**src/rtl/mcfifo_mem_if.sv**
```systemverilog
// Handshake bundle for the multi-channel FIFO: write/read requests with channel
// selects on one side, registered read data, per-channel flags and sticky errors on the other.
interface mcfifo_mem_if #(
   parameter int DATASIZE = 8,
   parameter int CHSIZE   = 2
);
   localparam int NCH = 1 << CHSIZE;

   logic [DATASIZE-1:0] wdata;
   logic [CHSIZE-1:0]   wch;
   logic                winc;
   logic [CHSIZE-1:0]   rch;
   logic                rinc;
   logic [DATASIZE-1:0] rdata;
   logic                rvalid;
   logic [NCH-1:0]      wfull;
   logic [NCH-1:0]      rempty;
   logic                wovf;
   logic                rudf;

   modport master (
      output wdata, wch, winc, rch, rinc,
      input  rdata, rvalid, wfull, rempty, wovf, rudf
   );

   modport slave (
      input  wdata, wch, winc, rch, rinc,
      output rdata, rvalid, wfull, rempty, wovf, rudf
   );
endinterface

```
**src/rtl/mcfifo_mem.sv**
```systemverilog
// Multi-channel FIFO: one shared memory split into NCH circular queues of DEPTH words,
// each with its own wrap-bit pointers, plus a registered read port and sticky error flags.
module mcfifo_mem #(
   parameter int DATASIZE = 8,
   parameter int ADDRSIZE = 4,
   parameter int CHSIZE   = 2
) (
   input logic         clk,
   input logic         rst,
   mcfifo_mem_if.slave bus
);
   localparam int NCH   = 1 << CHSIZE;
   localparam int DEPTH = 1 << ADDRSIZE;
   localparam logic [ADDRSIZE:0] PTR_ONE = (ADDRSIZE+1)'(1);

   logic [ADDRSIZE:0]          wptr_q [NCH];
   logic [ADDRSIZE:0]          wptr_d [NCH];
   logic [ADDRSIZE:0]          rptr_q [NCH];
   logic [ADDRSIZE:0]          rptr_d [NCH];
   logic [DATASIZE-1:0]        mem_q  [NCH*DEPTH];
   logic [DATASIZE-1:0]        rdata_q, rdata_d;
   logic                       rvalid_q, rvalid_d;
   logic                       wovf_q, wovf_d;
   logic                       rudf_q, rudf_d;
   logic [NCH-1:0]             wfull;
   logic [NCH-1:0]             rempty;
   logic                       wr_en, rd_en;
   logic [CHSIZE+ADDRSIZE-1:0] waddr, raddr;

   // Equal pointers mean empty; equal offsets with opposite wrap bits mean full.
   always_comb begin
      wfull  = '0;
      rempty = '0;
      for (int i = 0; i < NCH; i++) begin
         rempty[i] = (wptr_q[i] == rptr_q[i]);
         wfull[i]  = (wptr_q[i] == {~rptr_q[i][ADDRSIZE], rptr_q[i][ADDRSIZE-1:0]});
      end
   end

   always_comb begin
      wr_en    = bus.winc && !wfull[bus.wch];
      rd_en    = bus.rinc && !rempty[bus.rch];
      waddr    = {bus.wch, wptr_q[bus.wch][ADDRSIZE-1:0]};
      raddr    = {bus.rch, rptr_q[bus.rch][ADDRSIZE-1:0]};
      wptr_d   = wptr_q;
      rptr_d   = rptr_q;
      if (wr_en) wptr_d[bus.wch] = wptr_q[bus.wch] + PTR_ONE;
      if (rd_en) rptr_d[bus.rch] = rptr_q[bus.rch] + PTR_ONE;
      rdata_d  = rd_en ? mem_q[raddr] : rdata_q;
      rvalid_d = rd_en;
      wovf_d   = wovf_q || (bus.winc && wfull[bus.wch]);
      rudf_d   = rudf_q || (bus.rinc && rempty[bus.rch]);
   end

   always_ff @(posedge clk or posedge rst) begin
      if (rst) begin
         for (int i = 0; i < NCH; i++) begin
            wptr_q[i] <= '0;
            rptr_q[i] <= '0;
         end
         rdata_q  <= '0;
         rvalid_q <= 1'b0;
         wovf_q   <= 1'b0;
         rudf_q   <= 1'b0;
      end else begin
         wptr_q   <= wptr_d;
         rptr_q   <= rptr_d;
         rdata_q  <= rdata_d;
         rvalid_q <= rvalid_d;
         wovf_q   <= wovf_d;
         rudf_q   <= rudf_d;
      end
   end

   // Storage is deliberately left out of reset; stale words are unreachable once pointers clear.
   always_ff @(posedge clk) begin
      if (wr_en) mem_q[waddr] <= bus.wdata;
   end

   assign bus.rdata  = rdata_q;
   assign bus.rvalid = rvalid_q;
   assign bus.wfull  = wfull;
   assign bus.rempty = rempty;
   assign bus.wovf   = wovf_q;
   assign bus.rudf   = rudf_q;
endmodule
```
**src/flat_wrapper.sv**
```systemverilog
// flat-port wrapper written by rule: the top's interface ports become plain ports
module mcfifo_mem_flat 
#(
   parameter int DATASIZE = 8,
   parameter int ADDRSIZE = 4,
   parameter int CHSIZE   = 2
)
  (clk, rst, bus_wdata, bus_wch, bus_winc, bus_rch, bus_rinc, bus_rdata, bus_rvalid, bus_wfull, bus_rempty, bus_wovf, bus_rudf);
  mcfifo_mem_if #(.DATASIZE(DATASIZE), .CHSIZE(CHSIZE)) bus_i ();
  input logic clk;
  input logic rst;
  input wire logic [$bits(bus_i.wdata)-1:0] bus_wdata;
  input wire logic [$bits(bus_i.wch)-1:0] bus_wch;
  input wire logic [$bits(bus_i.winc)-1:0] bus_winc;
  input wire logic [$bits(bus_i.rch)-1:0] bus_rch;
  input wire logic [$bits(bus_i.rinc)-1:0] bus_rinc;
  output wire logic [$bits(bus_i.rdata)-1:0] bus_rdata;
  output wire logic [$bits(bus_i.rvalid)-1:0] bus_rvalid;
  output wire logic [$bits(bus_i.wfull)-1:0] bus_wfull;
  output wire logic [$bits(bus_i.rempty)-1:0] bus_rempty;
  output wire logic [$bits(bus_i.wovf)-1:0] bus_wovf;
  output wire logic [$bits(bus_i.rudf)-1:0] bus_rudf;
  assign bus_i.wdata = bus_wdata;
  assign bus_i.wch = bus_wch;
  assign bus_i.winc = bus_winc;
  assign bus_i.rch = bus_rch;
  assign bus_i.rinc = bus_rinc;
  assign bus_rdata = bus_i.rdata;
  assign bus_rvalid = bus_i.rvalid;
  assign bus_wfull = bus_i.wfull;
  assign bus_rempty = bus_i.rempty;
  assign bus_wovf = bus_i.wovf;
  assign bus_rudf = bus_i.rudf;
  mcfifo_mem #(.DATASIZE(DATASIZE), .ADDRSIZE(ADDRSIZE), .CHSIZE(CHSIZE)) u_core (.clk(clk), .rst(rst), .bus(bus_i));
endmodule
```
**config.mk**
```make
export PLATFORM = sky130hd
export DESIGN_NAME = mcfifo_mem_flat
export DESIGN_NICKNAME = d
export VERILOG_FILES = /design/src/rtl/mcfifo_mem_if.sv /design/src/rtl/mcfifo_mem.sv /design/src/flat_wrapper.sv
export SDC_FILE = /design/constraint.sdc
export NUM_CORES = 1
export LEC_CHECK = 0
export CORE_MARGIN = 4
export CORE_UTILIZATION = 62
export DETAILED_ROUTE_END_ITERATION = 12
export PLACE_DENSITY_LB_ADDON = 0.3
export SYNTH_ARGS = -nofsm -noshare
export SYNTH_HDL_FRONTEND = slang
export SYNTH_SLANG_ARGS = --single-unit
```
**constraint.sdc**
```tcl
create_clock -name clk -period 3.8 [get_ports clk]
set_input_delay 0.76 -clock clk [delete_from_list [all_inputs] [get_ports clk]]
set_output_delay 0.76 -clock clk [all_outputs]
set_load 0.02 [all_outputs]
```
==> results.ini <==
[drt]
m1WireLength_mm = 22.27
route.met3.wl_mm = 5.447
drc = 0
wl_mm = 56.89
drtIter0Drc = 1779
dr_wl_met2_mm = 27.32
drtPass1Iterations = 5
maxUsedRoutingLayer = met4
vias_per_cell = 6.525
vias = 13600
ant_nets = 0
wl_per_cell_um = 27.30

[worst_setup_path]
reg2reg_depth = 10
worstPathArrival_ns = 4.13
reg2reg_from = u_core.rptr_q[1]
cp_max_fo = 13
required_ns = 4.27
end_kind = register
startpoint_type = input pin
worstSetupPathType = input pin to register
crit_start = bus_rch[0]

[final_layout]
drive_above_1_share_pct = 18.01
design_area_um2 = 26370
stdcell_count = 2084
antenna_cells = 0
synthToLayoutAreaGrowth_pct = 13.61
layout.nets = 1589
utilization_pct = 71.69

[clock_tree]
post_cts_resized = 0
cts_max_path_buffers = 3
clk_pin_slew_worst_paths_ns = 0.06
clkSinkCount = 563
clkLatencyLatePin_ns = 0.61
numCtsBuffers = 54
post_cts_buffers = 0
cts_tree = done
cts-hold-fix-buffers = 0
clockRootBuffer = clkbuf_16
htree_levels = 2

[timing]
whs_ns = 0.4797
maxSlewViolCount = 0
grt_setup_unrepaired = false
fin_crit_ns = 3.662
fin_crit_sh_pct = 96.37
worst_pin_slew_ns = 1.321
final-hold-violation-count = 0
fin_ws_ns = 0.1379
final.setup.tns_ns = 0
skew_ns = 0.01220
max-slew-margin-rel_pct = 11.76
setup_violations = 0
max_freq_ghz = 0.2731

[yosys]
seq_area_frac_synth_pct = 71.73
ys_ff_latch = 563
yosys_warnings = 0
synth_area_per_cell_um2 = 16.04
ys_types = 51
syn-instance-count = 1447
synth.cell_area_um2 = 23210
synthesis.nets = 1465

[job]
drv_cap = 0

[hold_path]
holdPathStages = 1
holdCritPathClass = register to register
min_from = u_core.bus.wovf

[pwr]
ir_worst_vdd_v = 0.0004835
total_power_mw = 19.30
leakage_nw = 9.091
pwr_density_cell_nw_per_um2 = 731.7

[placed_design]
pre_cts_ws_ns = -0.3778
post-dp-hpwl_mm = 36.11
portBuffers = 34
dp.cells = 1983
gp_congestion = 0.9221
placed_area_um2 = 24500

[floorplanning]
start_util_pct = 63.10
die_area_um2 = 40600
die_x_um = 201.5
die_h_um = 201.5
fp-row-count = 70
ioPinCount = 35
core_area_um2 = 36790

[global_routing]
gr-total-overflow = 0
grt_pass1_wl_mm = 85.93
grtUsageTotal_pct = 28.06
antenna_found_initial = 0
grt_pass1_vias = 13520
grt_max_degree = 97

[outcome]
status = complete, no violations

-- per-layer routing --
metal  vias to the layer above  global-route usage [%]
li1                       5865                       -
met1                      6822                   39.75
met2                       802                   44.62
met3                       110                   5.753
met4                         0                   9.204
met5                         -                       0
-- report_power, final --
group	internal, mW	switching, mW
clock	3.35	2.30
sequential	7.16	0.362
combinational	2.44	3.68
-- registers in the layout, summed over array words and instances (netlist names) --
name and flops:
u_core.wptr_q 20, u_core.mem_q 512, u_core.bus.rudf 1, u_core.bus.wovf 1
u_core.bus.rdata 8, u_core.bus.rvalid 1, u_core.rptr_q 20
-- area by class of cell --
| cell class | instances | area [um2] |
|---|---|---|
| inverters | 19 | 83.83 |
| well taps | 468 | 585.6 |
| fillers | 2226 | 10420 |
| multi-input cells | 779 | 5901 |
| clock inverters | 33 | 449.2 |
| flip-flops and latches | 563 | 16650 |
| clock buffers | 68 | 1424 |
| repair buffers | 154 | 1276 |
-- cell usage in the layout, fill, tap and decap left out, types with 5 or more instances in the layout --
cell,n
a211oi_1,57
a21oi_1,31
a221o_1,8
a221oi_1,18
a22oi_1,28
a31oi_1,25
a32o_1,8
and2_1,5
and4_1,9
buf_12,6
buf_2,8
buf_4,114
bufinv_16,10
clkbuf_1,12
clkbuf_16,54
clkdlybuf4s50_1,26
clkinv_1,6
clkinv_2,6
clkinvlp_4,6
dfrtp_1,51
edfxtp_1,512
inv_1,17
mux2_2,23
mux2i_1,117
mux4_2,41
nand2_1,112
nand2b_1,5
nand3_1,32
nor2_1,86
nor2b_1,63
o2111ai_1,5
o21ai_0,21
o21ai_1,17
xnor2_1,16
xor2_1,15
-- cells by family after synthesis --
logic type	count (synthesis)	share of synthesized area, %
adders and majority gates	2	0.1078
and+or+nand+nor	337	6.937
AOI/OAI and AO/OA	225	6.808
muxes	184	10.33
xor gates and xnor gates	31	1.170
buffers and inverters	105	2.916
DFF	563	71.73
-- worst paths after layout --
path | end | slack (ns)
setup / recovery | u_core.bus.rdata[7] | 0.14
hold / removal | u_core.bus.wovf | 0.48
setup reg to reg | u_core.bus.rdata[7] | 0.52
hold reg to reg | u_core.bus.wovf | 0.48
max in group asynchronous | u_core.bus.rvalid | 2.47
min in group asynchronous | u_core.rptr_q[4] | 0.49
-- synthesized netlist by cell type, drive strengths merged --
cell	number	area, um2
a21oi	31	155.2
inv	19	83.83
mux2	24	270.3
clkbuf	30	113.9
o21bai	2	15.01
nand2b	5	31.28
and4	9	78.83
nor2b	63	394.1
o21ai	38	190.2
mux4	42	945.9
a41oi	3	48.80
nor3b	1	7.510
nand3b	3	22.52
a22oi	28	210.2
mux2i	118	1181
and3	1	6.260
nor3	4	25.02
o211ai	2	15.01
a32o	8	80.08
dfrtp	51	1276
nor2	87	334.1
a221o	8	80.08
nand4	2	12.51
ha	2	25.02
a31oi	25	156.4
nand3	32	160.2
and3b	1	8.760
nor4	4	25.02
a211oi	57	427.9
buf	56	479.2
nand2	114	432.9
or3	3	18.77
a221oi	18	157.7
o2111ai	5	43.79
edfxtp	512	15370
or2	2	12.51
xor2	15	131.4
and2	6	40.04
xnor2	16	140.1
-- critical path: stages --
cell,delay (ns)
clkdlybuf4s50_1,0.53
buf_4,0.15
mux4_4,0.68
buf_4,0.23
nor2b_1,0.18
buf_4,0.26
buf_4,0.23
a21oi_1,0.09
o211ai_1,0.18
o2111ai_1,0.19
a221oi_1,0.50
a31oi_1,0.15
No activity file was read; power rests on OpenSTA's default activity.
